## config.mk

```make
export PLATFORM = sky130hd
export DESIGN_NAME = vred_and_or_xor_seq
export DESIGN_NICKNAME = d
export VERILOG_FILES = /design/src/rtl/vred_and_or_xor_seq.sv
export SDC_FILE = /design/constraint.sdc
export NUM_CORES = 1
export LEC_CHECK = 0
export BUFFER_PORTS_ARGS = -buffer_cell sky130_fd_sc_hd__buf_2
export CORE_UTILIZATION = 45
export DETAILED_ROUTE_END_ITERATION = 10
export PLACE_DENSITY = 0.81
export SYNTH_ARGS = -nofsm -noshare
export SYNTH_HDL_FRONTEND = slang
export SYNTH_SLANG_ARGS = --single-unit
```

## constraint.sdc

```tcl
create_clock -name clk -period 2.5 [get_ports clk]
set_input_delay 0.25 -clock clk [delete_from_list [all_inputs] [get_ports clk]]
set_output_delay 0.25 -clock clk [all_outputs]
set_load 0.02 [all_outputs]
```

## src/rtl/vred_and_or_xor_seq.sv

```systemverilog
// Sequential AND/OR/XOR vector reduction: a seed plus a stream of element beats fold into one result.
// Optional macro VRED_AND_OR_XOR_SEQ_MASK_EN adds in_mask; inactive beats leave the accumulator unchanged.
module vred_and_or_xor_seq #(
    parameter int DATA_WIDTH  = 32,
    parameter int OPSEL_WIDTH = 2
) (
    input  logic                   clk,
    input  logic                   rst,
    input  logic                   in_start,
    input  logic [OPSEL_WIDTH-1:0] in_opSel,
    input  logic [DATA_WIDTH-1:0]  in_seed,
    input  logic                   in_empty,
    input  logic                   in_valid,
    output logic                   in_ready,
    input  logic [DATA_WIDTH-1:0]  in_data,
    input  logic                   in_last,
`ifdef VRED_AND_OR_XOR_SEQ_MASK_EN
    input  logic                   in_mask,
`endif
    output logic                   out_valid,
    input  logic                   out_ready,
    output logic [DATA_WIDTH-1:0]  out_data
);

    localparam logic [1:0] ST_IDLE  = 2'd0;
    localparam logic [1:0] ST_ACCUM = 2'd1;
    localparam logic [1:0] ST_DONE  = 2'd2;

    localparam logic [OPSEL_WIDTH-1:0] OP_ZERO = OPSEL_WIDTH'(0);
    localparam logic [OPSEL_WIDTH-1:0] OP_AND  = OPSEL_WIDTH'(1);
    localparam logic [OPSEL_WIDTH-1:0] OP_OR   = OPSEL_WIDTH'(2);
    localparam logic [OPSEL_WIDTH-1:0] OP_XOR  = OPSEL_WIDTH'(3);

    logic [1:0]             state_q, state_d;
    logic [DATA_WIDTH-1:0]  acc_q, acc_d;
    logic [OPSEL_WIDTH-1:0] op_q, op_d;
    logic                   beat_active;

    function automatic logic [DATA_WIDTH-1:0] apply_op(
        input logic [OPSEL_WIDTH-1:0] op,
        input logic [DATA_WIDTH-1:0]  a,
        input logic [DATA_WIDTH-1:0]  b
    );
        logic [DATA_WIDTH-1:0] r;
        case (op)
            OP_AND:  r = a & b;
            OP_OR:   r = a | b;
            OP_XOR:  r = a ^ b;
            default: r = '0;
        endcase
        return r;
    endfunction

`ifdef VRED_AND_OR_XOR_SEQ_MASK_EN
    assign beat_active = in_mask;
`else
    assign beat_active = 1'b1;
`endif

    always_comb begin
        state_d = state_q;
        acc_d   = acc_q;
        op_d    = op_q;
        case (state_q)
            ST_IDLE: begin
                if (in_start) begin
                    op_d = in_opSel;
                    if (in_empty) begin
                        // No beats will follow, so the result is the seed (or zero for op 00).
                        acc_d   = (in_opSel == OP_ZERO) ? '0 : in_seed;
                        state_d = ST_DONE;
                    end else begin
                        acc_d   = in_seed;
                        state_d = ST_ACCUM;
                    end
                end
            end
            ST_ACCUM: begin
                if (in_valid) begin
                    if (beat_active) begin
                        acc_d = apply_op(op_q, acc_q, in_data);
                    end
                    if (in_last) begin
                        state_d = ST_DONE;
                    end
                end
            end
            ST_DONE: begin
                if (out_ready) begin
                    state_d = ST_IDLE;
                end
            end
            default: begin
                state_d = ST_IDLE;
            end
        endcase
    end

    always_ff @(posedge clk) begin
        if (rst) begin
            state_q <= ST_IDLE;
            acc_q   <= '0;
            op_q    <= OP_ZERO;
        end else begin
            state_q <= state_d;
            acc_q   <= acc_d;
            op_q    <= op_d;
        end
    end

    assign in_ready  = (state_q == ST_ACCUM);
    assign out_valid = (state_q == ST_DONE);
    assign out_data  = out_valid ? acc_q : '0;

endmodule

```

==> run_summary.xml <==
<?xml version="1.0" encoding="UTF-8"?>
<metrics>
  <group name="cells_and_area">
    <metric name="area_growth_syn_to_layout" unit="%">16.71</metric>
    <metric name="antenna_diodes" unit="">0</metric>
    <metric name="total_number_of_nets_in_the_final_design" unit="">677</metric>
    <metric name="drive_gt1_share" unit="%">25.37</metric>
    <metric name="post-route-util" unit="%">54.63</metric>
    <metric name="ff_latch_area" unit="um^2">723.2</metric>
    <metric name="multi_input_area" unit="um^2">2437</metric>
    <metric name="layout.filler_cells" unit="">761</metric>
  </group>
  <group name="synthesis">
    <metric name="postSynthRegisterBits" unit="">36</metric>
    <metric name="yosysTopAreaCell" unit="">sky130_fd_sc_hd__ha_1</metric>
    <metric name="synth_warnings" unit="">0</metric>
    <metric name="synthesis.area" unit="um^2">3655</metric>
    <metric name="postSynthNetCount" unit="">596</metric>
    <metric name="synth_top_area_share" unit="%">21.91</metric>
    <metric name="postSynthAreaPerCell" unit="um^2">7.962</metric>
    <metric name="yosys.cell_types.count" unit="">33</metric>
    <metric name="synth-seq-area-share" unit="%">19.72</metric>
    <metric name="asyncSetResetFlopFracSynth" unit="%">0</metric>
    <metric name="synth_top_flop_cell" unit="">sky130_fd_sc_hd__dfxtp_1</metric>
    <metric name="synth-edff-count" unit="">0</metric>
    <metric name="ys_top_cells_by_area" unit="">sky130_fd_sc_hd__ha_1 22%, sky130_fd_sc_hd__dfxtp_1 20%, sky130_fd_sc_hd__nand2b_1 8.9%</metric>
    <metric name="synth_cells" unit="">459</metric>
  </group>
  <group name="timing">
    <metric name="hold_violations" unit="">0</metric>
    <metric name="timing.setup.tns" unit="ns">0</metric>
    <metric name="final_period_minus_worst_setup_slack" unit="ns">2.066</metric>
    <metric name="achievable_frequency" unit="GHz">0.4841</metric>
    <metric name="relSlewSlack" unit="%">47.69</metric>
    <metric name="rsz0062_at_grt" unit="">no</metric>
    <metric name="finClkSkew" unit="ns">0.01333</metric>
    <metric name="final_setup_violation_count" unit="">0</metric>
    <metric name="final.period_utilization" unit="%">82.62</metric>
    <metric name="timing_max_transition_violations_final" unit="">0</metric>
    <metric name="timing_worst_slew_pin_value" unit="ns">0.7847</metric>
  </group>
  <group name="cts">
    <metric name="clk_transition_reported_paths" unit="ns">0.07</metric>
    <metric name="clockBufferDepth" unit="">2</metric>
    <metric name="cts_tree" unit="">done</metric>
    <metric name="post_cts_hold_buffer_count" unit="">0</metric>
    <metric name="htreeDepth" unit="">2</metric>
    <metric name="root_buffer_master" unit="">sky130_fd_sc_hd__clkbuf_8</metric>
    <metric name="cts-resized-gates" unit="">0</metric>
    <metric name="cts_setup_buffers" unit="">0</metric>
    <metric name="clkLatencyLatePin" unit="ns">0.30</metric>
    <metric name="clock_sink_count" unit="">36</metric>
    <metric name="num_cts_buffers" unit="">5</metric>
  </group>
  <group name="critical_path">
    <metric name="worst-endpoint-arrival" unit="ns">1.82</metric>
    <metric name="crit_path_start_kind" unit="">register</metric>
    <metric name="critPathKind" unit="">reg -&gt; out</metric>
    <metric name="worstPathBufferInverterCount" unit="">3</metric>
    <metric name="worstPathMaxFanout" unit="">37</metric>
    <metric name="worst_path_largest_cell_delay" unit="ns">0.47</metric>
    <metric name="r2r_setup_slk" unit="ns">0.58</metric>
    <metric name="crit_path_cell_trace" unit="">inv_2 -&gt; buf_4 -&gt; nor3_1 -&gt; buf_2</metric>
    <metric name="slowest_stage" unit="">sky130_fd_sc_hd__dfxtp_1</metric>
    <metric name="worst_ep_required_time" unit="ns">2.25</metric>
    <metric name="worst_path_dominant_cell_family" unit="">buffers and inverters</metric>
    <metric name="timing.critical_path.to_type" unit="">output pin</metric>
  </group>
  <group name="run">
    <metric name="cap_violations" unit="">0</metric>
  </group>
  <group name="grt">
    <metric name="grt_pass1_vias" unit="">3604</metric>
    <metric name="grt.total_usage" unit="%">24.20</metric>
    <metric name="grt.overflow.total" unit="">0</metric>
    <metric name="grt_pass1_wl" unit="um">16830</metric>
    <metric name="number_of_antenna_violations_at_the_first_check_in_global_routing" unit="">0</metric>
    <metric name="grt_start_max_net_pins" unit="">46</metric>
  </group>
  <group name="hold_path">
    <metric name="timing.hold.worst.class" unit="">in -&gt; reg</metric>
  </group>
  <group name="status">
    <metric name="status" unit="">finished, final reports clean</metric>
  </group>
  <group name="floorplanning">
    <metric name="die-area" unit="um^2">8486</metric>
    <metric name="fp.dieH" unit="um">92.12</metric>
    <metric name="floorplan.initialDensity" unit="%">46.81</metric>
    <metric name="die_width" unit="um">92.12</metric>
    <metric name="row_count" unit="">32</metric>
    <metric name="num_io_pins" unit="">107</metric>
    <metric name="fp.coreArea" unit="um^2">7807</metric>
  </group>
  <group name="pwr">
    <metric name="power.density_cell_area" unit="nW/um^2">426.3</metric>
    <metric name="max-vdd-ir-drop" unit="V">0.0002806</metric>
    <metric name="static-leakage-power" unit="nW">2.028</metric>
  </group>
  <group name="routing">
    <metric name="firstDrtPassIters" unit="">4</metric>
    <metric name="wl_per_cell" unit="um">15.97</metric>
    <metric name="via_per_inst" unit="">5.707</metric>
    <metric name="remaining_drc_errors" unit="">0</metric>
    <metric name="initialDrtViolationCount" unit="">202</metric>
    <metric name="postRouteWirelength" unit="um">10250</metric>
    <metric name="via_count" unit="">3664</metric>
    <metric name="route.antenna.remaining_nets" unit="">0</metric>
  </group>
  <group name="placement">
    <metric name="post_dp_hpwl" unit="um">7155</metric>
    <metric name="place.gp.congestion" unit="">0.8374</metric>
    <metric name="buffer_ports.inserted" unit="">106</metric>
  </group>
</metrics>
-- registers in the layout (all words and copies together) (netlist names) --
register / flops
op_q: 2
acc_q: 32
state_q: 2
-- stage by stage --
step                      power, mW  worst slack (ns)  instance area, um^2  hold WS (ns)  cells
final                         1.818            0.4344                 4265        0.2266    642
after global routing          1.934            0.3613                 4265        0.2173    642
after CTS                     1.814            0.4491                 4265        0.2207    642
after detailed placement      1.351            0.5756                 4169        0.5183    635
after global placement        1.313            0.6467                 4169        0.5128    635
after floorplan               1.155            0.9407                 3655        0.3968    459
-- path summary, 6_finish.rpt --
path | start | to | cells past startpoint
max | state_q[1] | out_data[27] | 4
min | out_ready | state_q[1] | 4
max reg2reg | op_q[0] | acc_q[8] | 4
min reg2reg | acc_q[4] | acc_q[4] | 2
-- cell usage in the layout, fill, tap and decap left out, drive strengths merged --
cell type	n
a21oi	36
o31ai	1
nor3	33
nor2b	2
inv	66
clkbuf	7
and3b	1
or3b	1
nor3b	1
nand3	33
nor2	4
dfxtp	36
a311oi	32
and2	1
a32oi	28
o211ai	1
mux2i	2
nand2	5
mux2	1
and4bb	1
ha	64
or2	4
buf	118
o21ai	1
a311o	4
or2b	5
nand2b	52
-- where the power goes --
part           leakage (nW)  switching (mW)  internal [mW]
logic                  1.68           0.363          0.268
registers             0.299          0.0732          0.639
clock network        0.0503           0.228          0.246
total                  2.03           0.664           1.15
-- metal layers --
layer,global-route usage (%),vias to the layer above,part of all wire (%)
li1,-,1775,-
met5,0,-,0
met1,31.61,1715,44
met4,7.031,0,1.5
met3,3.980,16,7.3
met2,40.73,158,47
-- worst register-to-register path, cell delays in order, from the launching register on --
cell and delay, ns:
sky130_fd_sc_hd__dfxtp_2 0.75, sky130_fd_sc_hd__and4bb_2 0.33, sky130_fd_sc_hd__buf_4 0.32, sky130_fd_sc_hd__a32oi_1 0.11, sky130_fd_sc_hd__a311oi_1 0.31
-- Yosys cell counts, types with 6 or more instances --
master	count
sky130_fd_sc_hd__buf_2	8
sky130_fd_sc_hd__buf_4	6
sky130_fd_sc_hd__ha_1	64
sky130_fd_sc_hd__clkbuf_1	21
sky130_fd_sc_hd__a311oi_1	28
sky130_fd_sc_hd__inv_1	66
sky130_fd_sc_hd__dfxtp_1	36
sky130_fd_sc_hd__a21oi_1	36
sky130_fd_sc_hd__nand3_1	33
sky130_fd_sc_hd__nor3_1	33
sky130_fd_sc_hd__a32oi_1	28
sky130_fd_sc_hd__nand2b_1	52
-- cells by family (layout without fill, tap and decap cells) --
kind of cell / count (synthesis) / after routing / synth area share, %
adder cells (fa/ha/maj): 64 / 64 / 21.91
buffers and inverters: 110 / 191 / 13.66
AND/OR/NAND/NOR: 143 / 143 / 22.12
AO/OA/AOI/OAI: 103 / 103 / 21.64
multiplexers: 3 / 3 / 0.9585
flip-flops: 36 / 36 / 19.72
-- final cells by class --
cell class | instances | area share (%)
multi-input combinational | 313 | 57.14
sequential | 36 | 16.96
timing repair buffer | 118 | 14.84
inverter | 66 | 5.808
tap | 102 | 2.992
clock buffer | 7 | 2.259
(Power assumes the default switching activity.)
